==> src/rtl/pipe_exe_muldiv_pkg.sv <==
// Shared op codes and helpers for the EXE-stage multiply/divide unit.
// The ID-stage decoder imports the same op encoding.
package pipe_exe_muldiv_pkg;

    localparam int MD_WIDTH = 32;

    typedef enum logic [3:0] {
        MD_NONE  = 4'd0,
        MD_MULT  = 4'd1,
        MD_MULTU = 4'd2,
        MD_DIV   = 4'd3,
        MD_DIVU  = 4'd4,
        MD_MFHI  = 4'd5,
        MD_MFLO  = 4'd6,
        MD_MTHI  = 4'd7,
        MD_MTLO  = 4'd8
    } md_op_e;

    typedef enum logic {
        KIND_MUL = 1'b0,
        KIND_DIV = 1'b1
    } md_kind_e;

    // Any op that reads or writes HI/LO, and so must wait for a running op.
    function automatic logic is_md_op(input logic [3:0] op);
        return (op >= 4'd1) && (op <= 4'd8);
    endfunction

endpackage

==> src/rtl/pipe_exe_muldiv_if.sv <==
// EXE-stage side of the multiply/divide unit: op and operands in, HI/LO, stall and result out.
interface pipe_exe_muldiv_if #(parameter int WIDTH = 32);

    logic [3:0]       eop;
    logic [WIDTH-1:0] ea;
    logic [WIDTH-1:0] eb;
    logic             md_stall;
    logic [WIDTH-1:0] md_result;
    logic [WIDTH-1:0] hi;
    logic [WIDTH-1:0] lo;
    logic             busy;

    modport master (
        output eop, ea, eb,
        input  md_stall, md_result, hi, lo, busy
    );

    modport slave (
        input  eop, ea, eb,
        output md_stall, md_result, hi, lo, busy
    );

endinterface

==> src/rtl/pipe_exe_muldiv_seq_core.sv <==
// Iterative datapath: radix-2 shift-add multiply and restoring divide on operand
// magnitudes, one step per cycle, with sign fixup applied to the final step's result.
module muldiv_seq_core
    import pipe_exe_muldiv_pkg::*;
#(
    parameter int WIDTH = MD_WIDTH
) (
    input  logic             clk,
    input  logic             clr,
    input  logic             start,
    input  logic             is_div,
    input  logic             is_signed,
    input  logic [WIDTH-1:0] a,
    input  logic [WIDTH-1:0] b,
    output logic             busy,
    output logic             done,
    output logic [WIDTH-1:0] res_hi,
    output logic [WIDTH-1:0] res_lo
);

    localparam int CW = $clog2(WIDTH + 1);

    logic [CW-1:0]      cnt;
    logic [WIDTH-1:0]   acc;
    logic [WIDTH-1:0]   q;
    logic [WIDTH-1:0]   m;
    logic [WIDTH-1:0]   a_raw;
    md_kind_e           kind;
    logic               neg_lo;
    logic               neg_hi;
    logic               div_zero;

    logic [WIDTH-1:0]   a_mag;
    logic [WIDTH-1:0]   b_mag;
    logic [WIDTH:0]     mul_sum;
    logic [WIDTH:0]     div_sh;
    logic               div_ge;
    logic [WIDTH-1:0]   acc_nxt;
    logic [WIDTH-1:0]   q_nxt;
    logic [2*WIDTH-1:0] prod_raw;
    logic [2*WIDTH-1:0] prod_fix;

    assign a_mag   = (is_signed && a[WIDTH-1]) ? -a : a;
    assign b_mag   = (is_signed && b[WIDTH-1]) ? -b : b;
    assign mul_sum = {1'b0, acc} + (q[0] ? {1'b0, m} : '0);
    assign div_sh  = {acc, q[WIDTH-1]};
    assign div_ge  = div_sh >= {1'b0, m};

    // For MUL, {acc,q} is the partial product shifting right; for DIV, acc is the
    // partial remainder and q shifts the dividend out while quotient bits shift in.
    always_comb begin
        acc_nxt = acc;
        q_nxt   = q;
        if (kind == KIND_MUL) begin
            acc_nxt = mul_sum[WIDTH:1];
            q_nxt   = {mul_sum[0], q[WIDTH-1:1]};
        end else if (div_ge) begin
            acc_nxt = WIDTH'(div_sh - {1'b0, m});
            q_nxt   = {q[WIDTH-2:0], 1'b1};
        end else begin
            acc_nxt = div_sh[WIDTH-1:0];
            q_nxt   = {q[WIDTH-2:0], 1'b0};
        end
    end

    assign prod_raw = {acc_nxt, q_nxt};
    assign prod_fix = neg_lo ? -prod_raw : prod_raw;

    always_comb begin
        res_hi = '0;
        res_lo = '0;
        if (kind == KIND_MUL) begin
            res_hi = prod_fix[2*WIDTH-1:WIDTH];
            res_lo = prod_fix[WIDTH-1:0];
        end else if (div_zero) begin
            res_hi = a_raw;
            res_lo = '1;
        end else begin
            res_hi = neg_hi ? -acc_nxt : acc_nxt;
            res_lo = neg_lo ? -q_nxt : q_nxt;
        end
    end

    assign done = busy && (cnt == CW'(1));

    always_ff @(posedge clk) begin
        if (clr) begin
            cnt      <= '0;
            acc      <= '0;
            q        <= '0;
            m        <= '0;
            a_raw    <= '0;
            kind     <= KIND_MUL;
            neg_lo   <= 1'b0;
            neg_hi   <= 1'b0;
            div_zero <= 1'b0;
            busy     <= 1'b0;
        end else if (busy) begin
            acc <= acc_nxt;
            q   <= q_nxt;
            cnt <= cnt - CW'(1);
            if (cnt == CW'(1)) begin
                busy <= 1'b0;
            end
        end else if (start) begin
            cnt      <= CW'(WIDTH);
            acc      <= '0;
            q        <= is_div ? a_mag : b_mag;
            m        <= is_div ? b_mag : a_mag;
            a_raw    <= a;
            kind     <= is_div ? KIND_DIV : KIND_MUL;
            neg_lo   <= is_signed && (a[WIDTH-1] ^ b[WIDTH-1]);
            neg_hi   <= is_signed && a[WIDTH-1];
            div_zero <= is_div && (b == '0);
            busy     <= 1'b1;
        end
    end

endmodule

==> src/rtl/pipe_exe_muldiv.sv <==
// EXE-stage multiply/divide unit: HI/LO registers, op decode, hazard stall and MFHI/MFLO result.
module pipe_exe_muldiv
    import pipe_exe_muldiv_pkg::*;
#(
    parameter int WIDTH = MD_WIDTH
) (
    input logic               clk,
    input logic               clr,
    pipe_exe_muldiv_if.slave  bus
);

    logic [WIDTH-1:0] hi_r;
    logic [WIDTH-1:0] lo_r;
    logic             core_busy;
    logic             core_done;
    logic             core_start;
    logic             core_div;
    logic             core_signed;
    logic [WIDTH-1:0] core_hi;
    logic [WIDTH-1:0] core_lo;

    assign core_start  = !core_busy && (bus.eop inside {MD_MULT, MD_MULTU, MD_DIV, MD_DIVU});
    assign core_div    = (bus.eop == MD_DIV) || (bus.eop == MD_DIVU);
    assign core_signed = (bus.eop == MD_MULT) || (bus.eop == MD_DIV);

    muldiv_seq_core #(.WIDTH(WIDTH)) u_core (
        .clk       (clk),
        .clr       (clr),
        .start     (core_start),
        .is_div    (core_div),
        .is_signed (core_signed),
        .a         (bus.ea),
        .b         (bus.eb),
        .busy      (core_busy),
        .done      (core_done),
        .res_hi    (core_hi),
        .res_lo    (core_lo)
    );

    // MTHI/MTLO only take effect when idle; a stalled move waits for the final write.
    always_ff @(posedge clk) begin
        if (clr) begin
            hi_r <= '0;
            lo_r <= '0;
        end else if (core_done) begin
            hi_r <= core_hi;
            lo_r <= core_lo;
        end else if (!core_busy) begin
            if (bus.eop == MD_MTHI) hi_r <= bus.ea;
            if (bus.eop == MD_MTLO) lo_r <= bus.ea;
        end
    end

    always_comb begin
        bus.md_result = '0;
        if (bus.eop == MD_MFHI) bus.md_result = hi_r;
        else if (bus.eop == MD_MFLO) bus.md_result = lo_r;
    end

    assign bus.md_stall = core_busy && is_md_op(bus.eop);
    assign bus.busy     = core_busy;
    assign bus.hi       = hi_r;
    assign bus.lo       = lo_r;

endmodule

==> src/flat_wrapper.sv <==
// flat-port wrapper written by rule: the top's interface ports become plain ports
module pipe_exe_muldiv_flat import pipe_exe_muldiv_pkg::*;
#(
    parameter int WIDTH = MD_WIDTH
)
  (clk, clr, bus_eop, bus_ea, bus_eb, bus_md_stall, bus_md_result, bus_hi, bus_lo, bus_busy);
  pipe_exe_muldiv_if #(.WIDTH(WIDTH)) bus_i ();
  input logic clk;
  input logic clr;
  input wire logic [$bits(bus_i.eop)-1:0] bus_eop;
  input wire logic [$bits(bus_i.ea)-1:0] bus_ea;
  input wire logic [$bits(bus_i.eb)-1:0] bus_eb;
  output wire logic [$bits(bus_i.md_stall)-1:0] bus_md_stall;
  output wire logic [$bits(bus_i.md_result)-1:0] bus_md_result;
  output wire logic [$bits(bus_i.hi)-1:0] bus_hi;
  output wire logic [$bits(bus_i.lo)-1:0] bus_lo;
  output wire logic [$bits(bus_i.busy)-1:0] bus_busy;
  assign bus_i.eop = bus_eop;
  assign bus_i.ea = bus_ea;
  assign bus_i.eb = bus_eb;
  assign bus_md_stall = bus_i.md_stall;
  assign bus_md_result = bus_i.md_result;
  assign bus_hi = bus_i.hi;
  assign bus_lo = bus_i.lo;
  assign bus_busy = bus_i.busy;
  pipe_exe_muldiv #(.WIDTH(WIDTH)) u_core (.clk(clk), .clr(clr), .bus(bus_i));
endmodule
==> config.mk <==
export PLATFORM = sky130hd
export DESIGN_NAME = pipe_exe_muldiv_flat
export DESIGN_NICKNAME = d
export VERILOG_FILES = /design/src/rtl/pipe_exe_muldiv_pkg.sv /design/src/rtl/pipe_exe_muldiv_if.sv /design/src/rtl/pipe_exe_muldiv_seq_core.sv /design/src/rtl/pipe_exe_muldiv.sv /design/src/flat_wrapper.sv
export SDC_FILE = /design/constraint.sdc
export NUM_CORES = 1
export LEC_CHECK = 0
export BUFFER_PORTS_ARGS = -buffer_cell sky130_fd_sc_hd__buf_2
export CORE_ASPECT_RATIO = 1.25
export CORE_MARGIN = 2
export CORE_UTILIZATION = 50
export DETAILED_ROUTE_END_ITERATION = 8
export GPL_TIMING_DRIVEN = 0
export HOLD_SLACK_MARGIN = 0.12
export PLACE_DENSITY = 0.72
export SETUP_SLACK_MARGIN = 0.1
export SYNTH_ARGS = -nofsm -noshare
export SYNTH_HDL_FRONTEND = slang
export SYNTH_SLANG_ARGS = --single-unit
==> constraint.sdc <==
create_clock -name clk -period 4.9 [get_ports clk]
set_input_delay 0.98 -clock clk [delete_from_list [all_inputs] [get_ports clk]]
set_output_delay 0.98 -clock clk [all_outputs]
set_load 0.05 [all_outputs]
After elaboration in Yosys (flattened, before gate mapping)

Index checks and enable logic that the tools add are counted.

Add/subtract/negate cells: 8
Magnitude comparators: 3
Mux-type cells: 34
Equality and inequality tests: 10
Reduce and logical (&&, ||, !) cells: 19
Bitwise logic cells: 2

Operator list:

| cell                                                              | number |
|---|---|
| 2-to-1 mux 32 bit                                                 | 26 |
| negator 32 bit                                                    | 4 |
| 2-to-1 mux 64 bit                                                 | 1 |
| negator 64 bit                                                    | 1 |
| adder 32 x 32 -> 33 bit                                           | 1 |
| greater-or-equal comparator 33 x 32 -> 1 bit                      | 1 |
| zero test 32 bit                                                  | 1 |
| subtractor 32 bit                                                 | 1 |
| == test 4 x 3 -> 1 bit, second input constant                     | 4 |
| 2-to-1 mux 6 bit                                                  | 2 |
| == test 4 x 2 -> 1 bit, second input constant                     | 2 |
| logical AND 1 bit                                                 | 8 |
| == test 6 x 1 -> 1 bit, second input constant                     | 1 |
| AND reduction 2 bit                                               | 3 |
| nonzero test 2 bit                                                | 3 |
| subtractor 6 x 1 -> 6 bit, second input constant                  | 1 |
| 2-to-1 mux 1 bit                                                  | 5 |
| == test 4 x 1 -> 1 bit, second input constant                     | 1 |
| == test 4 bit, second input constant                              | 1 |
| greater-or-equal comparator 4 x 1 -> 1 bit, second input constant | 1 |
| less-or-equal comparator 4 bit, second input constant             | 1 |
| nonzero test 4 bit                                                | 1 |
| logical OR 1 bit                                                  | 2 |
| != test 2 x 1 -> 1 bit, second input constant                     | 1 |
| other kinds (3)                                                   | 3 |

Word-level logic and storage cells: 88
Register bits after elaboration: 203

Longest topological paths before layout

Gate-level depths: netlist of the first run.

Depth after elaboration: 8
Mapped depth: 25
Mapped depth without buffers: 21

Hierarchy

A second synthesis of the first run with hierarchy kept.

Cells, all modules: 2,672
Area total of the unflattened synthesis: 19,331.0 um^2

By module, submodules not included:

| module          | seq. area each (um^2) | instances | area each (um^2) | cells an instance |
|---|---|---|---|---|
| muldiv_seq_core | 2,782.7               | 1         | 15,630.0         | 2,245 |
| pipe_exe_muldiv | 1,281.2               | 1         | 3,701.0          | 427 |

Worst setup path before layout of the first run

No wires, ideal clock.

Kind: register to register
From: register u_core.u_core.kind
To: register u_core.hi_r[28] (netlist: u_core.bus.hi[28])
Clock period less this slack: 4,653 ps
Arrival: 4,535 ps
Slack: 247 ps
Stages on the path, launching flop included: 19
Library setup time: 119 ps
Cell sequence: dfxtp_1 -> clkbuf_1 -> buf_2 -> buf_2 -> buf_2 -> buf_1 -> clkbuf_1 -> mux2i_1 -> ha_1 -> o21ai_0 -> inv_1 -> nand3_1 -> or4_4 -> nor4_2 -> nand2_1 -> or3_4 -> or4_1 -> o21ai_1 -> nor4_1

Longest elaborated chain between the ends: 6

Ends and longest elaborated chain:

| item                   | RTL line                        | source |
|---|---|---|
| start, declared        | pipe_exe_muldiv_seq_core.sv:28  | `md_kind_e kind;` |
| start signal, assigned | pipe_exe_muldiv_seq_core.sv:111 | `kind <= is_div ? KIND_DIV : KIND_MUL;` |
| 2-to-1 mux 32 bit      | pipe_exe_muldiv_seq_core.sv:54  | `if (kind == KIND_MUL) begin` |
| negator 32 bit         | pipe_exe_muldiv_seq_core.sv:79  | `res_hi = neg_hi ? -acc_nxt : acc_nxt;` |
| 2-to-1 mux 32 bit      | pipe_exe_muldiv_seq_core.sv:79  |  |
| 2-to-1 mux 32 bit      | pipe_exe_muldiv_seq_core.sv:75  | `end else if (div_zero) begin` |
| 2-to-1 mux 32 bit *    | pipe_exe_muldiv_seq_core.sv:72  | `if (kind == KIND_MUL) begin` |
| 2-to-1 mux 32 bit *    | pipe_exe_muldiv.sv:45           | `end else if (core_done) begin` |
| end signal, assigned   | pipe_exe_muldiv.sv:46           | `hi_r <= core_hi;` |
| end signal, assigned   | pipe_exe_muldiv.sv:49           | `if (bus.eop == MD_MTHI) hi_r <= bus.ea;` |
| end, declared          | pipe_exe_muldiv.sv:12           | `logic [WIDTH-1:0] hi_r;` |

Mark *: on every way between the ends. The rest lies on a longest branch, timed or not.
A chain may end at the register's enable or synchronous reset.

Worst setup path after layout of the first run

From: register u_core.u_core.acc[3]
To: register u_core.hi_r[22] (netlist: u_core.bus.hi[22])

Longest elaborated chain between the ends: 8

Ends and longest elaborated chain:

| item                                                                              | RTL line                                                       | source |
|---|---|---|
| start, declared                                                                   | pipe_exe_muldiv_seq_core.sv:24                                 | `logic [WIDTH-1:0] acc;` |
| start signal, assigned                                                            | pipe_exe_muldiv_seq_core.sv:99                                 | `acc <= acc_nxt;` |
| subtractor 32 bit or greater-or-equal comparator 33 x 32 -> 1 bit (tied branches) | pipe_exe_muldiv_seq_core.sv:58, pipe_exe_muldiv_seq_core.sv:47 |  |
| 2-to-1 mux 32 bit                                                                 | pipe_exe_muldiv_seq_core.sv:57                                 | `end else if (div_ge) begin` |
| 2-to-1 mux 32 bit                                                                 | pipe_exe_muldiv_seq_core.sv:54                                 |  |
| negator 32 bit                                                                    | pipe_exe_muldiv_seq_core.sv:79                                 |  |
| 2-to-1 mux 32 bit                                                                 | pipe_exe_muldiv_seq_core.sv:79                                 |  |
| 2-to-1 mux 32 bit                                                                 | pipe_exe_muldiv_seq_core.sv:75                                 |  |
| 2-to-1 mux 32 bit *                                                               | pipe_exe_muldiv_seq_core.sv:72                                 |  |
| 2-to-1 mux 32 bit *                                                               | pipe_exe_muldiv.sv:45                                          |  |

Marked as above.

==> reports/qor.yml, run 1 <==
outcome: "finished, violations left"
violations: "negative setup slack"
grt_first_pass_wirelength_um: 138000
layout_setup_ws_ps: -119
fill_cells: 3357
place_hpwl_um: 73300
numPortBuffers: 157
p_total_mw: 5.80
crit_family: "simple AND/OR/NAND/NOR gates"
fin_crit_ps: 5020
path_clk_slew_ps: 70
critPathLaunchType: "flop"
rrSetupSlack_ps: -120
p_leak_nw: 8.89
clock_latency_ps: 560
grt_pass1_vias: 21325
gp_congestion: 1.04
cts_buffers: 23
vias: 22649
clk_root_buffer_cell: "clkbuf_16"
drc_errors: 0
clkSinkCount: 203
std_cell_rows: 78
layout-drive-gt1-share: 0.206
cts_tree: "built"
multiInputGateArea_um2: 14400
path_max_fanout: 7
start_util: 0.506
cpPeakStageDelay_ps: 480
first_pass_iters: 8
synthTopCellsByArea: "dfxtp_1 (22%), nand2_1 (6.5%), a21oi_1 (6.2%), xnor2_1 (5.1%), a211oi_1 (5.0%)"
synth_common_cells: "nand2_1 (316), nor2_1 (230), a21oi_1 (226), dfxtp_1 (203), clkbuf_1 (157)"
core_area_um2: 36100
htreeDepth: 1
synth.top_cell.area_share: 0.222
synthArstFlopShare: 0
p_per_area_nw_per_um2: 257
synth_most_common_cell: "nand2_1"
ios: 168
grt_use_total: 0.489
overflow: 0
worst_path_max_delay_cell: "or4_4"
antenna_found_initial: 2
rsz0062_at_grt: "true"
critPathBufInv: 4
ys_seq_elements: 203
holdPathEnd: "u_core.u_core.a_raw[21]"
finClkSkew_ps: 21.5
area_delta_synth_final_pct: 23.4
regToRegStartpoint: "u_core.u_core.acc[3]"
ctsHoldBuffers: 0
worstHoldStart: "u_core.u_core.a_raw[21]"
slew_violations: 0
synth_edf_count: 0
ant_nets: 0
postRouteWirelength_um: 97100
die_area_um2: 38100
cp-startpoint: "u_core.u_core.acc[3]"
drt_iter0_drc: 3043
hold_violations: 0
seq_area_frac_synth: 0.222
synth.avg_cell_area_um2: 7.26
path_cells: "ha_2 -> nand4_1 -> nor3_4 -> a311oi_2 -> a211oi_2 -> nor2_4 -> buf_8 -> buf_12 -> nand3_4 -> o21ai_4 -> ha_4 -> o21ai_2 -> inv_2 -> nand3_4 -> or4_4 -> nor4_4 -> nand2_2 -> buf_8 -> o41ai_4 -> xor2_1 -> o221ai_1 -> o32ai_1"
worst_pin_slew_ps: 1350
fmax_mhz: 199
r2r_end: "u_core.bus.hi[22]"
die_h_um: 218
rr_worst_depth: 22
cp.required_ps: 5350
period_share: 1.02
synth_cells: 2515
nets: 2923
routed_via_density: 6.91
post_drt_wl_per_cell_um: 29.6
yosysWarnings: 0
setup_viol: 9
cp-end-kind: "flop"
slew_headroom: 0.0984
drv_cap: 0
hold_class: "reg2reg"
arrival_ps: 5470
synth_flop_cell: "dfxtp_1"
ys_types: 99
synth_top_cell_by_area: "dfxtp_1"
clk_path_buf_depth: 3
synth_area_um2: 18300
crit_type: "reg2reg"
whs_path_depth: 2
grt_start_max_net_pins: 15
die_x_um: 175
final_core_util: 0.624
syn_nets: 2657
regArea_um2: 4140
ir_drop_mv: 0.248
worst register-to-register path: cells and delay by family (launching register included):
family / cells / cell delay (ps)
buffers and inverters: 4 / 540
DFF: 1 / 460
xor gates and xnor gates: 1 / 340
and+or+nand+nor: 8 / 1700
adders and majority gates: 2 / 560
AOI/OAI and AO/OA: 7 / 1320
worst max-delay path by stage:
stage,end,cells after the start
after CTS,u_core.bus.hi[31],19
final,u_core.bus.hi[22],22
after global routing,u_core.bus.hi[28],21
after global placement,u_core.bus.hi[6],22
after floorplan,u_core.bus.hi[28],18
after detailed placement,u_core.bus.hi[6],22
layout make-up:
cell class	instances	share of cell area
Antenna cell	1	0.000111
Buffer	186	0.0407
Clock buffer	27	0.0266
Clock inverter	14	0.00766
Inverter	72	0.0121
Multi-Input combinational cell	2051	0.637
Sequential cell	203	0.184
Tap cell	480	0.0266
Timing Repair Buffer	244	0.0655
placed cells by master, fill, tap and decap left out, types with 11 or more instances in the layout:
cell type	count
a311oi_1	11
buf_6	11
nand3_1	38
a21o_1	21
a21oi_2	25
dfxtp_2	22
a22o_1	33
a221oi_1	34
nor2_1	228
nand2b_1	14
o21ai_0	104
ha_1	54
o21bai_1	11
dfxtp_1	168
mux2i_1	70
a31oi_1	33
o211ai_1	41
and3_1	32
clkbuf_16	25
nor3_1	50
xor2_1	63
xnor2_1	102
buf_2	165
and2_1	48
nand2_1	304
nor2b_1	13
nor4_1	17
clkbuf_1	142
dfxtp_4	13
inv_1	67
o31ai_1	13
nand4_1	29
o21a_1	13
o21ai_1	15
a211oi_1	112
a21oi_1	199
or3_1	19
buf_4	87
what timing repair did:
| item | 4_1_cts | 5_1_grt |
|---|---|---|
| endpoints found under the setup margin | 85 | 31 |
| pin swaps | 48 | 71 |
| gates cloned | 0 | 2 |
| buffers inserted | 52 | 34 |
| endpoints found under the hold margin | 0 | 0 |
| resized for setup | 199 | 149 |
power breakdown:
group          leakage, nW  total (mW)  switching [mW]  internal [mW]
clock                0.362        1.87           0.822           1.04
combinational         6.86        2.06            1.37          0.689
sequential            1.67        1.87           0.132           1.74
kinds of logic after synthesis:
kind of cell | synth area share
and+or+nand+nor | 0.236
AOI/OAI and AO/OA | 0.308
buffers and inverters | 0.0557
DFF | 0.222
xor gates and xnor gates | 0.0830
muxes | 0.0456
adders and majority gates | 0.0501
stage by stage:
step	area (um2)	setup TNS (ps)	hold WS (ps)	instances	worst slack (ps)
final	22500	-354	454	3278	-119
after detailed placement	19700	-85450	443	3152	-2670
after floorplan	18300	0	431	2515	247
after global routing	22500	-709	474	3277	-134
after global placement	19700	-88410	438	3152	-2730
after CTS	21600	0	452	3243	103
layer usage:
layer | GRT usage | part of all wire | vias up
li1 | - | - | 9801
met1 | 0.541 | 0.34 | 10613
met2 | 0.780 | 0.43 | 1662
met3 | 0.110 | 0.11 | 571
met4 | 0.450 | 0.12 | 2
met5 | 0 | 0.00016 | -
state kept, by name, summed over array words and instances, names as in the netlist:
signal,cells
u_core.u_core.cnt,6
u_core.u_core.m,32
u_core.u_core.acc,32
u_core.u_core.neg_lo,1
u_core.bus.hi,32
u_core.u_core.busy,1
u_core.u_core.neg_hi,1
u_core.u_core.q,32
u_core.u_core.div_zero,1
u_core.bus.lo,32
u_core.u_core.a_raw,32
u_core.u_core.kind,1
Note: power is estimated with default switching activity, not from simulation.
==> inputs of run 2 (changes only) <==
- ABC_AREA: default -> 1
- BUFFER_PORTS_ARGS: -buffer_cell sky130_fd_sc_hd__buf_2 -> default
- DONT_BUFFER_PORTS: default -> 1
- PLACE_DENSITY: 0.72 -> 0.68
==> run 2 against run 1 <==
Effect of this change:
- clock-buffer cell count up 6
- first-iteration DRC count up 14%
- non-clock buffer count down 265
- clock power down 6%
- via count up 9.3%
- setup slack better by 300 ps
- worst hold slack better by 2.2 ps
- critical path depth down 17
- wire length down 5.0%
- the flow now finishes without violations
- critical endpoint is now bus_md_stall
- synthesized cell count up 43%
- synthesized area up 11%
- largest power group unchanged
==> reports/qor.yml, run 2 <==
std_cell_rows: 82
crit_type: "reg2out"
multiInputGateArea_um2: 13400
slew_violations: 0
setup_viol: 0
worst_pin_slew_ps: 1110
clk_path_buf_depth: 3
dp_slack_ps: -261
r2r_end: "u_core.bus.hi[14]"
fill_cells: 4350
synth_cells: 3599
grt_pass1_vias: 22741
synthTopCellsByArea: "dfxtp_1 (20%), nand2_1 (20%), inv_1 (10%), nand3_1 (7.4%), nor2_1 (5.7%)"
synth.avg_cell_area_um2: 5.61
synth_area_um2: 20200
crit_end: "bus_md_stall"
ctsHoldBuffers: 0
rrSetupSlack_ps: 250
final_core_util: 0.543
intPower_mw: 3.48
drt_iter0_drc: 3471
core_area_um2: 40000
synthArstFlopShare: 0
cts_buffers: 24
place_hpwl_um: 74600
antenna_cells: 0
htreeDepth: 1
routed_via_density: 5.96
swShare: 0.452
critPathLaunchType: "flop"
nets: 3774
grt_start_max_net_pins: 14
clk_root_buffer_cell: "clkbuf_16"
synth_flop_cell: "dfxtp_1"
final_common_cell: "nand2_1"
seq_area_frac_synth: 0.201
gp_congestion: 1.09
overflow: 0
ys_types: 54
ir_drop_mv: 0.288
slew_headroom: 0.269
hold_class: "reg2reg"
area_delta_synth_final_pct: 7.48
drc_errors: 0
start_util: 0.505
outcome: "finished, final reports clean"
design_area_um2: 21700
fin_cells: 4152
p_per_area_nw_per_um2: 292
clkPwrFrac: 0.278
die_h_um: 229
cp-end-kind: "primary output"
grt_first_pass_wirelength_um: 136000
drv_cap: 0
place_area_um2: 20900
fin_crit_ps: 4720
layout_setup_ws_ps: 177
first_pass_iters: 7
cp.required_ps: 3920
layout.cells.most_common_list: "nand2_1 (1067), inv_1 (543), nor2_1 (308)"
numPortBuffers: 0
fmax_mhz: 212
regArea_um2: 4080
synth_top_cell_by_area: "dfxtp_1"
path_clk_slew_ps: 70
dp.cells: 4107
clkSinkCount: 203
die_x_um: 184
p_seq_frac: 0.296
clock_latency_ps: 560
path_max_fanout: 10
antenna_found_initial: 4
postRouteWirelength_um: 92300
setup_tns_ps: 0
p_leak_nw: 10.7
yosysWarnings: 0
cp-startpoint: "u_core.u_core.busy"
rr_worst_depth: 25
synth_most_common_cell: "nand2_1"
cts_tree: "built"
ios: 168
synth_common_cells: "nand2_1 (1069), inv_1 (543), nor2_1 (309), nand3_1 (300), a21oi_1 (231)"
ys_seq_elements: 203
p_sw_mw: 2.86
rsz0062_at_grt: "false"
die_area_um2: 42000
syn_nets: 3741
synth.top_cell.area_share: 0.201
synth_edf_count: 0
vias: 24751
period_share: 0.964
arrival_ps: 3740
combPwrFrac: 0.427
grt_use_total: 0.430
ant_nets: 0
layout-drive-gt1-share: 0.0504
hold_violations: 0
regToRegStartpoint: "u_core.u_core.m[25]"
post_drt_wl_per_cell_um: 22.2
finClkSkew_ps: 36.5
==> run 2: cell types whose count changed in the layout (fill, tap and decap cells not counted), sizes merged, moves of 44 or more <==
| cell | delta |
|---|---|
| buf | -215 |
| nor2 | +102 |
| a211oi | -121 |
| clkbuf | -44 |
| o22ai | +52 |
| xnor2 | -81 |
| and2 | -46 |
| nand3 | +265 |
| inv | +488 |
| nand2 | +771 |
| mux2i | -72 |
| o21ai | +97 |
==> run 2: worst min path at each step <==
stage | startpoint | to | slack [ps] | depth (start not counted)
floorplan | u_core.u_core.a_raw[24] | u_core.u_core.a_raw[24] | 430 | 2
global placement | u_core.u_core.a_raw[19] | u_core.u_core.a_raw[19] | 440 | 2
detailed placement | u_core.u_core.a_raw[19] | u_core.u_core.a_raw[19] | 450 | 2
CTS | u_core.u_core.a_raw[19] | u_core.u_core.a_raw[19] | 460 | 2
global route | u_core.u_core.a_raw[21] | u_core.u_core.a_raw[21] | 470 | 2
finish | u_core.u_core.a_raw[27] | u_core.u_core.a_raw[27] | 460 | 2
==> run 2: cells by family after synthesis <==
family                   share of synthesized area
AO/OA/AOI/OAI                                0.180
XOR/XNOR                                    0.0425
adder cells (fa/ha/maj)                     0.0453
buffers and inverters                        0.139
flip-flops                                   0.201
AND/OR/NAND/NOR                              0.392
==> run 2: layout make-up <==
cell class,instances,share of cell area
Buffer,158,0.0324
Clock buffer,33,0.0297
Clock inverter,9,0.00455
Inverter,563,0.0973
Multi-Input combinational cell,2675,0.617
Sequential cell,203,0.188
Tap cell,504,0.0290
Timing Repair Buffer,7,0.00242
==> run 2: critical path, cell delays in order (launching register included) <==
cell and delay (ps):
dfxtp_1 750, clkbuf_1 680, inv_1 220, clkbuf_1 310, clkbuf_1 410, nor2_1 800
==> run 2: stage by stage <==
| step | total power, mW | hold WS, ps |
|---|---|---|
| after floorplan | 3.65 | 430 |
| after global placement | 4.44 | 442 |
| after detailed placement | 4.44 | 446 |
| after CTS | 6.18 | 456 |
| after global routing | 6.62 | 468 |
| final | 6.34 | 456 |
==> run 2: power by group through the flow <==
stage               Combinational (mW)  Clock, mW  Sequential, mW
finish                            2.71       1.76            1.87
floorplan                         1.79          0            1.86
CTS                               2.56       1.75            1.87
global route                      2.93       1.82            1.88
detailed placement                2.54          0            1.90
global placement                  2.54          0            1.90
==> run 2: repair_timing <==
action,CTS,global route
pin swaps,1,4
resized for setup,7,29
endpoints found under the hold margin,0,0
buffers inserted,1,2
setup endpoints to repair,8,26
==> run 2: routing by layer <==
| metal | vias to the layer above | routed length (um) | track usage |
|---|---|---|---|
| met5 | - | 62 | 0 |
| met4 | 6 | 10500 | 0.391 |
| met3 | 455 | 9620 | 0.0913 |
| met2 | 1537 | 39300 | 0.663 |
| met1 | 11091 | 32800 | 0.497 |
| li1 | 11662 | - | - |
